<file path="config.mk">
export PLATFORM = sky130hd
export DESIGN_NAME = port_select_driver
export DESIGN_NICKNAME = d
export VERILOG_FILES = /design/src/rtl/hydra_pkg.sv /design/src/rtl/idx_to_onehot.sv /design/src/rtl/port_select_driver.sv
export SDC_FILE = /design/constraint.sdc
export NUM_CORES = 1
export LEC_CHECK = 0
export ABC_AREA = 1
export CAP_MARGIN = 10
export CORE_MARGIN = 8
export CORE_UTILIZATION = 45
export DETAILED_ROUTE_END_ITERATION = 10
export PLACE_DENSITY = 0.7
export SETUP_SLACK_MARGIN = 0.05
export SKIP_LAST_GASP = 1
export SLEW_MARGIN = 10
export SYNTH_ARGS = -nofsm -noshare
export SYNTH_HDL_FRONTEND = slang
export SYNTH_HIERARCHICAL = 1
export SYNTH_SLANG_ARGS = --single-unit
</file>
<file path="constraint.sdc">
create_clock -name clk -period 2.1 [get_ports clk]
set_clock_uncertainty 0.2 [all_clocks]
set_input_delay 0.315 -clock clk [delete_from_list [all_inputs] [get_ports clk]]
set_output_delay 0.315 -clock clk [all_outputs]
set_load 0.05 [all_outputs]
</file>
<file path="src/rtl/hydra_pkg.sv">
// Shared constants and state encoding for the port select driver.
// Defaults here are the production build; the top can override them.
package hydra_pkg;

  localparam int PORT_NUM = 16;
  localparam int IDX_W    = 4;
  localparam int TO_W     = 8;
  localparam int TIMEOUT  = 200;

  typedef enum logic {
    IDLE,
    ACTIVE
  } state_e;

endpackage

</file>
<file path="src/rtl/idx_to_onehot.sv">
// Combinational index to one-hot decoder.
// Indices with no matching port decode to all-zero.
module idx_to_onehot #(
  parameter int PORT_NUM = 16,
  parameter int IDX_W    = 4
) (
  input  logic [IDX_W-1:0]    idx_i,
  output logic [PORT_NUM-1:0] onehot_o
);

  // one compare per port; out-of-range indices match nothing
  always_comb begin
    onehot_o = '0;
    for (int i = 0; i < PORT_NUM; i++) begin
      if (idx_i == IDX_W'(i)) onehot_o[i] = 1'b1;
    end
  end

endmodule

</file>
<file path="src/rtl/port_select_driver.sv">
// Turns a granted port index into a held one-hot select strobe,
// released by the port's ack or a timeout, with a completion report.
module port_select_driver #(
  parameter int PORT_NUM = hydra_pkg::PORT_NUM,
  parameter int IDX_W    = hydra_pkg::IDX_W,
  parameter int TO_W     = hydra_pkg::TO_W,
  parameter int TIMEOUT  = hydra_pkg::TIMEOUT
) (
  input  logic                clk,
  input  logic                rst,
  input  logic                in_valid,
  input  logic [IDX_W-1:0]    in_idx,
  output logic                in_ready,
  output logic [PORT_NUM-1:0] select,
  input  logic [PORT_NUM-1:0] port_ack,
  output logic                done_valid,
  output logic [IDX_W-1:0]    done_idx,
  output logic                done_timeout,
  output logic                done_badidx,
  output logic                stray_ack_err
);

  import hydra_pkg::*;

  localparam logic [TO_W-1:0] TO_LAST = TO_W'(TIMEOUT - 1);

  state_e              state_q, state_d;
  logic [IDX_W-1:0]    idx_q, idx_d;
  logic [TO_W-1:0]     cnt_q, cnt_d;
  logic [PORT_NUM-1:0] sel_q, sel_d;
  logic                dv_q, dv_d;
  logic [IDX_W-1:0]    didx_q, didx_d;
  logic                dto_q, dto_d;
  logic                dbad_q, dbad_d;
  logic                stray_q, stray_d;

  logic [PORT_NUM-1:0] dec;
  logic                accept;
  logic                in_range;
  logic                ack_hit;

  idx_to_onehot #(
    .PORT_NUM (PORT_NUM),
    .IDX_W    (IDX_W)
  ) u_dec (
    .idx_i    (in_idx),
    .onehot_o (dec)
  );

  // the decoder yields zero exactly when the index names no port
  assign in_range = |dec;
  assign accept   = in_valid & (state_q == IDLE);
  assign ack_hit  = |(port_ack & sel_q);

  // state register
  always_ff @(posedge clk or posedge rst) begin
    if (rst) state_q <= IDLE;
    else     state_q <= state_d;
  end

  // datapath and report registers
  always_ff @(posedge clk or posedge rst) begin
    if (rst) begin
      idx_q   <= '0;
      cnt_q   <= '0;
      sel_q   <= '0;
      dv_q    <= 1'b0;
      didx_q  <= '0;
      dto_q   <= 1'b0;
      dbad_q  <= 1'b0;
      stray_q <= 1'b0;
    end else begin
      idx_q   <= idx_d;
      cnt_q   <= cnt_d;
      sel_q   <= sel_d;
      dv_q    <= dv_d;
      didx_q  <= didx_d;
      dto_q   <= dto_d;
      dbad_q  <= dbad_d;
      stray_q <= stray_d;
    end
  end

  // next state: ack is checked before the timeout so a tie counts as ack
  always_comb begin
    state_d = state_q;
    idx_d   = idx_q;
    cnt_d   = cnt_q;
    sel_d   = sel_q;
    dv_d    = 1'b0;
    didx_d  = didx_q;
    dto_d   = dto_q;
    dbad_d  = dbad_q;
    stray_d = stray_q;
    unique case (state_q)
      IDLE: begin
        if (accept && in_range) begin
          idx_d   = in_idx;
          cnt_d   = '0;
          sel_d   = dec;
          state_d = ACTIVE;
        end else if (accept) begin
          dv_d   = 1'b1;
          didx_d = in_idx;
          dto_d  = 1'b0;
          dbad_d = 1'b1;
        end
      end
      ACTIVE: begin
        if (|(port_ack & ~sel_q)) stray_d = 1'b1;
        if (ack_hit || cnt_q == TO_LAST) begin
          sel_d   = '0;
          dv_d    = 1'b1;
          didx_d  = idx_q;
          dto_d   = ~ack_hit;
          dbad_d  = 1'b0;
          state_d = IDLE;
        end else begin
          cnt_d = cnt_q + 1'b1;
        end
      end
      default: state_d = IDLE;
    endcase
  end

  // outputs
  always_comb begin
    in_ready      = (state_q == IDLE);
    select        = sel_q;
    done_valid    = dv_q;
    done_idx      = didx_q;
    done_timeout  = dto_q;
    done_badidx   = dbad_q;
    stray_ack_err = stray_q;
  end

endmodule

</file>
==> results of run 1 <==
==> timing repair <==
item | in CTS | in global routing
endpoints found under the setup margin | 1 | 41
hold buffers | 0 | 0
resized for setup | 1 | 21
pin swaps | 0 | 1
==> registers in the layout (all words and copies together) (netlist names) <==
signal         count
done_timeout       1
select            16
done_valid         1
done_idx           4
cnt_q              8
stray_ack_err      1
state_q            1
done_badidx        1
idx_q              4
==> final cells by class <==
cell class	count	area, µm²	area share, %
well taps	54	67.56	2.317
flip-flops and latches	37	925.9	31.75
repair buffers	74	684.4	23.47
clock inverters	3	17.52	0.6006
multi-input cells	226	1022	35.05
clock buffers	5	68.82	2.360
inverters	34	130.1	4.462
==> worst reg2reg max path, stage by stage, from the launching register on <==
cell	delay [ns]
dfrtp_1	0.40
ha_1	0.20
nand2_2	0.07
nor3_1	0.15
nand3_1	0.14
nand3_2	0.17
nand2_2	0.16
nand2_1	0.10
nand2_1	0.05
==> final timing paths <==
kind	from	endpoint	slack, ns	cells after the start
setup / recovery	done_badidx	done_badidx	0.10	1
hold reg to reg	stray_ack_err	stray_ack_err	0.26	2
max in group asynchronous	rst	select[13]	1.13	3
min in group asynchronous	rst	select[5]	0.23	3
hold / removal	in_idx[1]	idx_q[1]	0.18	3
setup reg to reg	cnt_q[0]	cnt_q[4]	0.36	8
==> routing by layer <==
layer / up-vias / GRT usage, % / share of wire [%]
met5: - / 0 / 0
met4: 0 / 5.495 / 1.1
met3: 5 / 3.485 / 4.6
met2: 51 / 25.35 / 46
met1: 957 / 20.51 / 48
li1: 1105 / - / -
==> layout by cell type, fill, tap and decap left out, drive strengths merged <==
cell,count
nand4,1
dlygate4sd2,1
clkinv,2
buf,37
clkdlybuf4s50,26
nor3,7
clkinvlp,1
clkbuf,5
nand2,119
dfrtp,37
a21oi,3
nor2,42
o22ai,8
o21ai,10
inv,34
nand3,33
and3,1
ha,1
xor2,1
dlymetal6s2s,10
==> metrics by stage <==
stage / cell area, µm² / total power, mW / hold slack [ns]
finish: 2917 / 3.200 / 0.1837
global route: 2917 / 3.443 / 0.2222
CTS: 2859 / 3.206 / 0.2535
detailed placement: 2774 / 2.720 / 0.2485
global placement: 2774 / 2.698 / 0.2454
floorplan: 2100 / 2.145 / 0.2529
==> report_power, final <==
part,internal (mW),switching (mW),total [mW]
clock,0.229,0.253,0.482
combinational,0.583,1.10,1.69
sequential,0.891,0.139,1.03
total,1.70,1.50,3.20
==> cells by family after synthesis <==
logic type               count (synthesis)  synth area share, %
adder cells (fa/ha/maj)                  1               0.5959
buffers and inverters                   42                8.641
AO/OA/AOI/OAI                           21                5.661
flip-flops                              37                44.10
AND/OR/NAND/NOR                        203                40.58
XOR/XNOR                                 1               0.4172
==> results_dict.tcl, run 1 <==
set metrics [dict create \
    setup_slack_ns 0.1033 \
    track_usage_pct 15.87 \
    post-place-ws_ns -0.2103 \
    gp_congestion 0.9368 \
    grt_overflow_total 0 \
    max_stage_delay_ns 0.81 \
    synth_flop_cell "dfrtp_1" \
    yosysUniqueCellTypes 23 \
    stdcell_count 433 \
    yosys.area.top_type "dfrtp_1" \
    antenna_left 0 \
    post_cts.repair.setup_buffers 0 \
    end_kind "primary output" \
    vias 2118 \
    syn_area_per_cell_um2 6.884 \
    drt-pass1-iter-count 4 \
    drt_iter0_drc 113 \
    fmax_mhz 500.8 \
    fp.dieW_um 84.31 \
    coreArea_mm2 0.004598 \
    die_area_mm2 0.007107 \
    ys_ff_latch 37 \
    diodes 0 \
    cap_violations 0 \
    worstPathArrival_ns 1.48 \
    yosysWarnings 6 \
    area_delta_synth_final_pct 38.92 \
    grt_pass1_wl_um 9515 \
    clock_latency_ns 0.29 \
    p_leak_nw 1.749 \
    wl_per_cell_um 12.36 \
    worstMarginPinSlew_ns 0.5124 \
    h-tree-depth 2 \
    startpoint_type "flip-flop" \
    synth_area_leaders "dfrtp_1 44%, nand2_1 21%, nor2_1 7.3%" \
    status "finished clean" \
    fin_tns_setup_ns 0 \
    power_density_mw_per_mm2 1097 \
    die_y_um 84.31 \
    cts-buffers-inserted 5 \
    clock-sinks 37 \
    relSlewSlack_pct 65.78 \
    crit_fanout 2 \
    slew_viol_final 0 \
    viasPerCell 4.891 \
    yosysMostFrequentCell "nand2_1" \
    synthArstFlopShare_pct 100.0 \
    crit_family "buffers and inverters" \
    synthTopCellsByCount "116 x nand2_1, 41 x nor2_1, 37 x dfrtp_1" \
    hpwl_um 4116 \
    syn-num-nets 329 \
    yosysTopAreaCellShare_pct 44.10 \
    period_minus_slack_ns 1.997 \
    synth_edf_count 0 \
    fill_cells 412 \
    io_buffer_count 47 \
    finalNetCount 402 \
    dp_cells 425 \
    antenna_found_initial 0 \
    timing.final.crit_share_pct 95.08 \
    drc 0 \
    setup_viol 0 \
    crit_chain "clkdlybuf4s50_1" \
    synthCells 305 \
    hold_viol 0 \
    cts_tree "yes" \
    peakVddDrop_uv 799.2 \
    drive_above_1_share_pct 16.89 \
    worstSetupPathType "flip-flop to primary output" \
    clkTransAtPathRegs_ns 0.08 \
    synth_area_mm2 0.002100 \
    seq_area_frac_synth_pct 44.10 \
    totalWireLength_um 5353 \
    crit_slowest_cell "clkdlybuf4s50_1" \
    start_util_pct 45.66 \
    grt_start_max_net_pins 38 \
    rows 25 \
    cp.required_ns 1.58 \
    rsz0062_at_grt "false" \
    ctsRootBufferMaster "clkbuf_8" \
    critPathBufInv 1 \
    ctsLongestPathBuffers 2 \
    hp-class "primary input to flip-flop" \
    grt_pass1_vias 2119 \
    final_util_pct 63.43 \
    io_pins 48 \
]
(Power assumes the default switching activity.)
==> run 2, diff against run 1 <==
Clock period 2.1 ns to 2.25 ns, I/O delays scaled along.
==> results_dict.tcl, run 2 (synthesized netlist as in run 1, its figures left out) <==
set metrics [dict create \
    hold_viol 0 \
    totalWireLength_um 5476 \
    vias 2124 \
    cts_tree "yes" \
    whs_path_depth 3 \
    grt_pass1_wl_um 9784 \
    fin_tns_setup_ns 0 \
    track_usage_pct 16.48 \
    cts-resized-gates 0 \
    start_util_pct 45.66 \
    crit_slowest_cell "clkdlybuf4s50_1" \
    status "finished clean" \
    io_pins 48 \
    fill_cells 430 \
    cts-buffers-inserted 5 \
    r2r_setup_slack_ns 0.42 \
    max_stage_delay_ns 0.84 \
    grt_start_max_net_pins 38 \
    die_area_mm2 0.007107 \
    cp.required_ns 1.71 \
    p_leak_nw 1.596 \
    antenna_left 0 \
    viasPerCell 4.928 \
    coreArea_mm2 0.004598 \
    r2r_cells 9 \
    power_density_mw_per_mm2 1078 \
    setup_slack_ns 0.1449 \
    wl_per_cell_um 12.71 \
    rsz0062_at_grt "false" \
    timing.rr.start "select[15]" \
    diodes 0 \
    h-tree-depth 2 \
    fin_hold_ws_ns 0.1981 \
    die_y_um 84.31 \
    crit_family "buffers and inverters" \
    largest_register_ff_count 16 \
    fmax_mhz 475.0 \
    area_delta_synth_final_pct 39.81 \
    critPathBufInv 1 \
    startpoint_type "flip-flop" \
    clock-sinks 37 \
    gp_congestion 0.9570 \
    post-place-ws_ns -0.07911 \
    io_buffer_count 47 \
    cap_violations 0 \
    worstSetupPathType "flip-flop to primary output" \
    drive_above_1_share_pct 13.00 \
    crit_fanout 4 \
    ctsLongestPathBuffers 2 \
    hp-class "primary input to flip-flop" \
    setup_viol 0 \
    drt-pass1-iter-count 4 \
    timing.final.crit_share_pct 93.56 \
    drt_iter0_drc 64 \
    relSlewSlack_pct 66.01 \
    peakVddDrop_uv 773.6 \
    worstPathArrival_ns 1.57 \
    grt_overflow_total 0 \
    ctsRootBufferMaster "clkbuf_8" \
    antenna_found_initial 0 \
    finalNetCount 400 \
    hold_start "in_idx[0]" \
    holdBufCountCts 0 \
    crit_chain "clkdlybuf4s50_1" \
    final_util_pct 63.84 \
    hpwl_um 4200 \
    period_minus_slack_ns 2.105 \
    post_cts.repair.setup_buffers 0 \
    rows 25 \
    min_to "idx_q[0]" \
    slew_viol_final 0 \
    grt_pass1_vias 2204 \
    fp.dieW_um 84.31 \
    worstMarginPinSlew_ns 0.5082 \
    drc 0 \
    clock_latency_ns 0.30 \
    layout_commonest_cell "nand2_1" \
    clkTransAtPathRegs_ns 0.08 \
    final_cell_mix "111 x nand2_1, 45 x clkdlybuf4s50_1, 41 x nor2_1, 37 x dfrtp_1, 33 x inv_1" \
    timing.rr.end "cnt_q[5]" \
    end_kind "primary output" \
]
run 2: changes by cell type in the layout (fill, tap and decap cells not counted), sizes merged:
cell / delta
dlymetal6s2s: -9
bufinv: +1
clkdlybuf4s50: +19
clkbuf: +1
buf: -11
dlygate4sd2: -1
clkinv: -2
run 2: layout make-up:
class / instances / area [µm²] / share of cell area [%]
multi-input cells: 226 / 1017 / 34.65
flip-flops and latches: 37 / 925.9 / 31.54
repair buffers: 72 / 674.4 / 22.98
inverters: 34 / 130.1 / 4.433
clock buffers: 6 / 82.58 / 2.813
well taps: 54 / 67.56 / 2.302
clock inverters: 2 / 37.54 / 1.279
run 2: metal layers:
metal	vias up	global-route usage (%)	wire length, µm
met3	6	4.259	257
met1	977	20.12	2596
met2	42	26.81	2545
met5	-	0	0
met4	0	6.750	76
li1	1099	-	-
run 2: how the worst max path moves through the flow:
stage                             end  slack [ns]        from  cells after the start
after floorplan           done_idx[0]        0.51  select[15]                      9
final                      select[15]        0.14  select[15]                      1
after global placement    done_idx[3]       -0.02   in_idx[1]                     12
after CTS                  select[15]        0.13  select[15]                      1
after global routing        select[3]        0.04   in_idx[3]                     12
after detailed placement   select[14]       -0.08   in_idx[0]                     12
run 2: worst reg2reg max path, cell delays in order, from the launching register on:
cell and delay [ns]:
dfrtp_1 0.44, nand2_1 0.09, nand2_1 0.05, nor2_1 0.10
nand2_1 0.11, nor2_2 0.16, nand3_2 0.23, buf_4 0.24
nand3_1 0.06, nand2_1 0.06
run 2: metrics by stage:
stage          total power [mW]  cells  instance area (µm²)
6_report                  3.164    431                 2935
5_1_grt                   3.382    431                 2935
4_1_cts                   3.153    431                 2902
3_5_place_dp              2.542    423                 2781
3_3_place_gp              2.516    423                 2781
2_1_floorplan             2.002    305                 2100
run 2: power breakdown:
part | total, mW | switching, mW | internal, mW
clock network | 0.603 | 0.243 | 0.360
logic | 1.60 | 1.05 | 0.552
registers | 0.962 | 0.131 | 0.831
total | 3.16 | 1.42 | 1.74
